## src/rtl/div16x8_seq.sv

```systemverilog
// div16x8_seq: sequential 16-by-8 unsigned restoring divider.
// One quotient bit per clock, start/done handshake, divide-by-zero
// answered in a single cycle with Q=16'hFFFF, R=N[7:0], dz=1.
module div16x8_seq (
   input  logic        clk,
   input  logic        rst,
   input  logic        start,
   input  logic [15:0] N,
   input  logic [7:0]  D,
   output logic        busy,
   output logic        done,
   output logic [15:0] Q,
   output logic [7:0]  R,
   output logic        dz
);

   typedef enum logic [1:0] {
      S_IDLE,
      S_RUN,
      S_DONE
   } state_t;

   state_t      state;
   state_t      nstate;
   logic [3:0]  cnt;
   logic [7:0]  rem;
   logic [15:0] dvd;
   logic [7:0]  dvs;
   logic [8:0]  rem_sh;
   logic [7:0]  rem_nx;
   logic        qbit;

   // One restoring step: shift the next dividend bit into the working
   // remainder (9 bits so the compare cannot overflow), subtract if it fits.
   // The stored remainder is always below the divisor, so 8 bits hold it.
   always_comb begin
      rem_sh = {rem, dvd[15]};
      qbit   = (rem_sh >= {1'b0, dvs});
      rem_nx = rem_sh[7:0];
      if (qbit) begin
         rem_nx = 8'(rem_sh - {1'b0, dvs});
      end
   end

   // State register; reset abandons any division in flight.
   always_ff @(posedge clk or posedge rst) begin
      if (rst) begin
         state <= S_IDLE;
      end else begin
         state <= nstate;
      end
   end

   // Next state: IDLE and DONE both accept a new start; a zero divisor
   // skips RUN entirely and answers on the very next edge.
   always_comb begin
      nstate = state;
      case (state)
         S_RUN: begin
            if (cnt == 4'd15) begin
               nstate = S_DONE;
            end
         end
         default: begin
            if (start) begin
               nstate = (D == 8'd0) ? S_DONE : S_RUN;
            end else begin
               nstate = S_IDLE;
            end
         end
      endcase
   end

   // Datapath: capture operands on accept, iterate in RUN, and publish
   // results only on the final iteration so Q/R/dz hold between operations.
   always_ff @(posedge clk or posedge rst) begin
      if (rst) begin
         cnt <= 4'd0;
         rem <= 8'd0;
         dvd <= 16'd0;
         dvs <= 8'd0;
         Q   <= 16'd0;
         R   <= 8'd0;
         dz  <= 1'b0;
      end else if (state == S_RUN) begin
         rem <= rem_nx;
         dvd <= {dvd[14:0], qbit};
         cnt <= cnt + 4'd1;
         if (cnt == 4'd15) begin
            Q  <= {dvd[14:0], qbit};
            R  <= rem_nx;
            dz <= 1'b0;
         end
      end else if (start) begin
         if (D == 8'd0) begin
            Q  <= 16'hFFFF;
            R  <= N[7:0];
            dz <= 1'b1;
         end else begin
            dvd <= N;
            dvs <= D;
            rem <= 8'd0;
            cnt <= 4'd0;
         end
      end
   end

   // Handshake flags decode straight from the registered state.
   assign busy = (state == S_RUN);
   assign done = (state == S_DONE);

endmodule
```

## config.mk

```make
export PLATFORM = sky130hd
export DESIGN_NAME = div16x8_seq
export DESIGN_NICKNAME = d
export VERILOG_FILES = /design/src/rtl/div16x8_seq.sv
export SDC_FILE = /design/constraint.sdc
export NUM_CORES = 1
export LEC_CHECK = 0
export CAP_MARGIN = 20
export CELL_PAD_IN_SITES_DETAIL_PLACEMENT = 0
export CELL_PAD_IN_SITES_GLOBAL_PLACEMENT = 2
export CORE_MARGIN = 5
export CORE_UTILIZATION = 36
export DETAILED_ROUTE_END_ITERATION = 10
export GPL_TIMING_DRIVEN = 1
export PLACE_DENSITY_LB_ADDON = 0.15
export SETUP_SLACK_MARGIN = 0.15
export SKIP_CTS_REPAIR_TIMING = 1
export SLEW_MARGIN = 20
export SYNTH_ARGS = -nofsm -noshare
export SYNTH_HDL_FRONTEND = slang
export SYNTH_SLANG_ARGS = --single-unit
export TNS_END_PERCENT = 1
```

## constraint.sdc

```tcl
create_clock -name clk -period 6.4 [get_ports clk]
set_input_delay 1.6 -clock clk [delete_from_list [all_inputs] [get_ports clk]]
set_output_delay 1.6 -clock clk [all_outputs]
set_load 0.01 [all_outputs]
```

==> metrics.txt, run 1 <==
Max-Cap Viols 0; reg2reg setup slack 3.85 ns; wire per inst 17.2 um; ys async rst share 1.00; total CTS buffers 9; compound-gate portion of the synthesized area 0.189; largest net degree at the start of global routing 64; RePlAce Congestion 0.772; Synth area leaders dfrtp_1 (47%), nand2_1 (5.0%), a31oi_1 (4.5%); final slew viol count 0; cell taking the most area after synthesis dfrtp_1; Clock Skew 0.00964 ns; Die Width 106 um; DRT Pass-1 Iters 4; Crit Path Class in2reg; fin area 4130 um^2; adder-cell area share of the yosys netlist 0.0399; # IOs 54; total vias in the final route 2763; outcome finished, final reports clean; worst hold path type reg2reg; routed vias/inst 5.45; I/O Buffers 53; post-route insts no fill 507; CTS tree yes; post-synthesis xor/xnor area fraction 0.0105; Layout fillers 915; Placement Cell Area 3900 um^2; fmax 281 MHz; Synth Flop Type dfrtp_1; yosys warns 0; GRT Overall Usage 0.158; sequential-to-total area share from yosys stat 0.474; hold_sp dz; Initial Util 0.365; clock sinks 63; Startpoint Class input port; EDFF count, synth 0; Worst Hold End dz; PwrDens 572 nW/um^2; post-synth cell types 56; final wirelength 8700 um; Final setup viols 0; # H-tree levels 3; CTS Buffer Depth 2; simple-gate share of the synthesized area 0.209; placed cell count 491; hold path cells 2; R2R depth 5; drt initial violations 103; total gr overflow 0; worst slew pin tran 0.992 ns; worst flop-to-flop path endpoint rem[2]; combinational family with the most area after synthesis simple AND/OR/NAND/NOR gates; Synth Instances 347; final core utilization 0.453; clock latency on the worst-skew pair 0.34 ns; Peak VDD IR 0.254 mV; clk slew on worst S/H paths 0.07 ns; period utilization 0.557; leak pwr 1.70 nW; setup TNS 0 ns; Syn Area/Cell 9.58 um^2; Min Clock Period, post-route 3.56 ns; max_slew headroom 0.335; row cnt 35; Req. time, crit path 6.66 ns; core area 9110 um^2; final net count 428; ANT nets after route 0; reg-to-reg startpoint rem[5]; initial antenna violation count 0; area growth from synthesis to layout 24.2%; Synth top area share 0.474; Mapped Area 3320 um^2; area of the multi-input gates 1600 um^2; Residual DRC 0; syn_nets 384; flop and latch count out of synthesis 63; clock root cell clkbuf_8; layout cells sized above 1 0.121; setup repair after global routing missed its margin false; critical path fanouts, max 35; post-synthesis mux area share 0.0301; Die Height 106 um; first-pass GRT wire length 13900 um; antenna cells 0; Storage cell area 1580 um^2; crit path DAT 3.82 ns; hpwl dp 5980 um; crit end category flip-flop; vias in the first global route 2619; die area 11300 um^2; Hold Vio Cnt, Final 0
==> power breakdown <==
group          switching (W)  leakage, nW  internal, W
clock               0.000162        0.110     0.000230
sequential          0.000131        0.690     0.000589
combinational       0.000704        0.901     0.000545
==> cell usage after synthesis (4+ instances only) <==
master and number:
dfrtp_1 63, nor2_1 40, ha_1 9, buf_4 4, nand3_1 13, o21ai_0 9, a31oi_1 24, nor3b_1 6
clkbuf_1 5, buf_2 9, nor3_1 5, mux2_2 8, inv_1 11, o211ai_1 9, nand4_1 6, nand2_1 44
o31ai_1 4, a21oi_1 20
==> critical path, cell delays in order <==
cell and delay, ns:
clkdlybuf4s50_1 0.45, nor4_4 0.39, nand4_2 0.40, nand2_2 0.66
o21bai_1 0.12, nor3_1 0.19
==> kinds of logic (layout without fill, tap and decap cells) <==
logic type | Yosys count | count (layout)
AND/OR/NAND/NOR | 135 | 135
AO/OA/AOI/OAI | 92 | 92
flip-flops | 63 | 63
buffers and inverters | 34 | 83
adder cells (fa/ha/maj) | 10 | 10
multiplexers | 9 | 9
XOR/XNOR | 4 | 4
==> worst max path at each step <==
stage | from | to | slack, ns | depth (start not counted)
3_5_place_dp | D[2] | R[7] | 2.44 | 6
4_1_cts | D[2] | R[7] | 2.84 | 6
2_1_floorplan | rst | Q[0] | 3.23 | 1
5_1_grt | D[7] | R[6] | 2.63 | 6
3_3_place_gp | D[2] | R[7] | 2.50 | 6
6_report | D[2] | R[7] | 2.84 | 6
==> sequential cells by signal (all words and copies together) (netlist names) <==
| register | cells |
|---|---|
| cnt | 4 |
| Q | 16 |
| rem | 8 |
| R | 8 |
| dvd | 16 |
| dz | 1 |
| state | 2 |
| dvs | 8 |
==> routing by layer <==
metal	vias to the layer above	track usage	wire length (um)
met3	10	0.0352	364
met5	-	0	0
met2	66	0.252	4120
li1	1349	-	-
met4	0	0.0500	95
met1	1338	0.215	4120
==> cell usage in the layout (no fill, tap or decap), types with 6 or more instances in the layout <==
master,instances
a21oi_1,20
nand3_1,13
dfrtp_1,63
nor2_1,40
clkdlybuf4s50_1,53
mux2_2,8
clkbuf_8,10
nand2_1,44
inv_1,10
nand4_1,6
o21ai_0,9
a31oi_1,23
o211ai_1,9
ha_1,9
nor3b_1,6
==> metrics by stage <==
stage | total power (W) | setup slack (ns) | hold slack [ns]
after floorplan | 0.00160 | 3.23 | 0.462
after global placement | 0.00196 | 2.50 | 0.472
after detailed placement | 0.00197 | 2.44 | 0.474
after CTS | 0.00237 | 2.84 | 0.491
after global routing | 0.00255 | 2.63 | 0.525
final | 0.00236 | 2.84 | 0.490
==> cell type report <==
class / count / share of cell area
well taps: 111 / 0.0336
flip-flops and latches: 63 / 0.382
multi-input cells: 250 / 0.388
clock inverters: 5 / 0.0197
clock buffers: 11 / 0.0342
inverters: 12 / 0.0109
repair buffers: 55 / 0.132
(Power assumes the default switching activity.)
==> run 2: changes to the inputs <==
CORE_UTILIZATION = 33   (was 36)
clock period = 3.4 ns   (was 6.4 ns; I/O delays follow)
==> metrics.txt, run 2 (same netlist as run 1, synthesis figures left out) <==
commonest non-fill, non-tap cell in the layout dfrtp_1; drt initial violations 101 (-1.9%); Final setup viols 0 (unchanged); leak pwr 1.72 nW (+1.1%); ANT nets after route 0 (unchanged); hold path cells 2 (unchanged); post-route insts no fill 533 (+5.1%); Min Clock Period, post-route 2.74 ns; layout cells sized above 1 0.128 (+0.00629); GRT Overall Usage 0.155 (-0.00370); Peak VDD IR 0.442 mV (+74%); worst hold path type reg2reg; RePlAce Congestion 0.784 (+1.5%); clock latency on the worst-skew pair 0.34 ns (about the same); number of cells on the critical path 3 (-3); # IOs 54 (unchanged); Die Width 110 um (+4.0%); Startpoint Class flip-flop; # H-tree levels 3 (unchanged); sequential power share 0.309 (+0.004); routed vias/inst 5.11 (-6.2%); slowest library cell on the worst path clkdlybuf4s50_1; clk slew on worst S/H paths 0.07 ns (about the same); most frequent cells in the layout dfrtp_1 (63), clkdlybuf4s50_1 (53), nand2_1 (44); outcome finished, final reports clean; pre-CTS setup slack 0.571 ns (-1.87 ns); worst slew pin tran 0.597 ns (-0.395 ns); wire per inst 16.8 um (-1.8%); area growth from synthesis to layout 25.6%; initial antenna violation count 0 (unchanged); PwrDens 1050 nW/um^2 (+84%); hpwl dp 6340 um (+6.1%); total CTS buffers 9 (unchanged); Max-Cap Viols 0 (unchanged); Crit Path Class reg2out; final wirelength 8980 um (+3.2%); Storage cell area 1580 um^2 (unchanged); Hold Vio Cnt, Final 0 (unchanged); CTS Buffer Depth 2 (unchanged); Residual DRC 0 (unchanged); setup repair after global routing missed its margin false; die area 12200 um^2 (+8.2%); total vias in the final route 2725 (-1.4%); DRT Pass-1 Iters 4 (unchanged); I/O Buffers 53 (unchanged); R2R depth 6 (+1); first-pass GRT wire length 14400 um (+3.0%); Initial Util 0.339 (-0.0264); clock power share 0.152 (-0.014); final net count 433 (+1.2%); WP buf/inv 2 (+1); fmax 365 MHz; largest net degree at the start of global routing 50 (-22%); placed cell count 518 (+5.5%); antenna cells 0 (unchanged); fin worst setup slack 0.659 ns (-2.18 ns); clock root cell clkbuf_8; Layout fillers 1011 (+10%); Req. time, crit path 2.55 ns (-4.11 ns); Die Height 110 um (+4.0%); critical path fanouts, max 26 (-26%); Clock Skew 0.0104 ns (+0.000716 ns); worst path cell trace nand2b_2 -> inv_2 -> clkdlybuf4s50_1; Switching Share 0.422 (about the same); vias in the first global route 2693 (+2.8%); core area 9820 um^2 (+7.8%); final slew viol count 0 (unchanged); CTS tree yes; setup TNS 0 ns (unchanged); row cnt 36 (+2.9%); crit end category output pin; largest registers Q: 16 flops, dvd: 16 flops; combinational power share 0.539 (+0.010); crit path DAT 1.89 ns (-1.93 ns); total gr overflow 0 (unchanged); Switch Pwr 0.00185 W (+86%); area of the multi-input gates 1600 um^2 (-0.39%); clock sinks 63 (unchanged); Largest stage delay, worst path 0.63 ns (-0.03 ns); period utilization 0.806; max_slew headroom 0.602 (+0.267); internal power 0.00253 W (+86%); reg2reg setup slack 1.08 ns (-2.77 ns); delay-heaviest family, CP buffers and inverters
==> run 2: routing by layer <==
| metal | GRT usage | vias up | part of all wire |
|---|---|---|---|
| met1 | 0.212 | 1317 | 0.48 |
| li1 | - | 1345 | - |
| met3 | 0.0309 | 14 | 0.038 |
| met5 | 0 | - | 0 |
| met2 | 0.247 | 49 | 0.47 |
| met4 | 0.0484 | 0 | 0.015 |
==> run 2: final timing paths <==
check / from / endpoint
max in group asynchronous: rst / dvd[6]
min: dz / dz
min reg2reg: dz / dz
min in group asynchronous: rst / dvd[11]
max: state[1] / busy
max reg2reg: rem[2] / rem[2]
==> run 2: cell type report <==
class / count / area share
clock buffers: 12 / 0.0371
multi-input cells: 250 / 0.382
repair buffers: 60 / 0.143
inverters: 12 / 0.0108
clock inverters: 3 / 0.0102
well taps: 133 / 0.0398
flip-flops and latches: 63 / 0.377
==> run 2: per-stage QoR <==
step                      hold slack, ns  total power, W  utilization  instance area, um^2
after CTS                          0.486         0.00444        0.425                 4180
after global routing               0.516         0.00476        0.425                 4180
after global placement             0.472         0.00373        0.405                 3980
final                              0.480         0.00438        0.425                 4180
after floorplan                    0.462         0.00301            -                 3320
after detailed placement           0.467         0.00375        0.405                 3980
==> run 2: power groups by stage <==
stage               logic (W)  registers [W]  clock network, W
finish                0.00236        0.00135          0.000665
global route          0.00265        0.00140          0.000715
CTS                   0.00240        0.00136          0.000680
detailed placement    0.00238        0.00137                 0
global placement      0.00237        0.00137                 0
floorplan             0.00165        0.00136                 0
==> run 2: worst register-to-register path, cell delays in order (launching register included) <==
cell and delay, ns:
dfrtp_1 0.43, ha_1 0.37, and2_4 0.20, a221oi_2 0.31, a31o_2 0.38, nand2_1 0.14
a221o_1 0.37
==> run 3: changes to the inputs <==
clock period = 2.6 ns   (was 3.4 ns; I/O delays follow)
==> metrics.txt, run 3 (same netlist as run 1, synthesis figures left out) <==
core area 9820 um^2 (unchanged); RePlAce Congestion 0.816 (+4.0%); crit path DAT 2.50 ns (+0.61 ns); # IOs 54 (unchanged); CTS Buffer Depth 2 (unchanged); largest net degree at the start of global routing 64 (+28%); die area 12200 um^2 (unchanged); most frequent cells in the layout dfrtp_1 (63), clkdlybuf4s50_1 (53), nand2_1 (44); area growth from synthesis to layout 26.3%; period utilization 0.874; final wirelength 9000 um (+0.20%); wire per inst 16.7 um (-0.73%); worst slew pin tran 0.516 ns (-0.0816 ns); clock root cell clkbuf_8; max_slew headroom 0.656 (+0.0544); final net count 437 (+0.92%); I/O Buffers 53 (unchanged); outcome finished, final reports clean; Residual DRC 0 (unchanged); setup repair after global routing missed its margin false; Crit Path Class reg2reg; initial antenna violation count 0 (unchanged); hold_ws 0.490 ns (+0.00948 ns); crit end category flip-flop; Min Clock Period, post-route 2.27 ns; Final setup viols 0 (unchanged); Initial Util 0.339 (unchanged); routed vias/inst 5.14 (+0.60%); total gr overflow 0 (unchanged); fmax 440 MHz; layout cells sized above 1 0.136 (+0.00830); Req. time, crit path 2.83 ns (+0.28 ns); total vias in the final route 2767 (+1.5%); DRT Pass-1 Iters 6 (+2); Die Width 110 um (unchanged); GRT Overall Usage 0.156 (+0.00175); CTS tree yes; Max-Cap Viols 0 (unchanged); antenna cells 0 (unchanged); critical path fanouts, max 11 (-58%); final slew viol count 0 (unchanged); Hold Vio Cnt, Final 0 (unchanged); clk slew on worst S/H paths 0.07 ns (about the same); first-pass GRT wire length 14300 um (-0.19%); Clock Skew 0.0116 ns (+0.00128 ns); worst hold path type reg2reg; ANT nets after route 0 (unchanged); PwrDens 1350 nW/um^2 (+29%); final core utilization 0.427 (+0.00217); hpwl dp 6420 um (+1.2%); # H-tree levels 3 (unchanged); leak pwr 1.73 nW (+0.86%); row cnt 36 (unchanged); drt initial violations 150 (+49%); total CTS buffers 9 (unchanged); setup TNS 0 ns (unchanged); clock latency on the worst-skew pair 0.34 ns (about the same); largest registers Q: 16 flops, dvd: 16 flops; Startpoint Class flip-flop; Die Height 110 um (unchanged); commonest non-fill, non-tap cell in the layout dfrtp_1; Peak VDD IR 0.822 mV (+86%); vias in the first global route 2673 (-0.74%); clock sinks 63 (unchanged)
run 3: where the power goes:
group	switching [W]	leakage (nW)	total, W	internal [W]
sequential	0.000327	0.690	0.00178	0.00145
clock	0.000387	0.0894	0.000783	0.000396
combinational	0.00172	0.954	0.00310	0.00139
run 3: final timing paths:
| path | start | endpoint | slack (ns) | cells after the start |
|---|---|---|---|---|
| min in group asynchronous | rst | Q[11] | 0.69 | 3 |
| max | rem[2] | rem[2] | 0.33 | 6 |
| min | dz | dz | 0.49 | 2 |
| min reg2reg | dz | dz | 0.49 | 2 |
| max reg2reg | rem[2] | rem[2] | 0.33 | 6 |
| max in group asynchronous | rst | R[0] | 1.61 | 3 |
run 3: critical path: stages, from the launching register on:
cell,delay [ns]
dfrtp_1,0.45
ha_1,0.38
and2_4,0.20
a221oi_2,0.31
a31o_2,0.37
nand2_1,0.12
a221o_1,0.32
run 3: area by class of cell:
cell class                 instances  area (um^2)
clock buffer                      13          159
inverter                          12         45.0
clock inverter                     3         17.5
fill                            1022         5620
multi-input combinational        250         1600
timing repair buffer              64          638
tap                              133          166
sequential                        63         1580
run 3: stage by stage:
| stage | instances | power, W | setup slack [ns] | cell area (um^2) |
|---|---|---|---|---|
| after floorplan | 347 | 0.00394 | 0.380 | 3320 |
| after global routing | 538 | 0.00618 | 0.173 | 4200 |
| after detailed placement | 522 | 0.00494 | 0.175 | 4020 |
| final | 538 | 0.00567 | 0.328 | 4200 |
| after global placement | 522 | 0.00491 | 0.197 | 4020 |
| after CTS | 538 | 0.00574 | 0.336 | 4200 |
run 3: metal layers:
layer,GRT usage,up-vias,routed length (um)
met1,0.211,1334,4110
met4,0.0422,0,102
li1,-,1357,-
met2,0.254,65,4320
met5,0,-,0
met3,0.0338,11,456
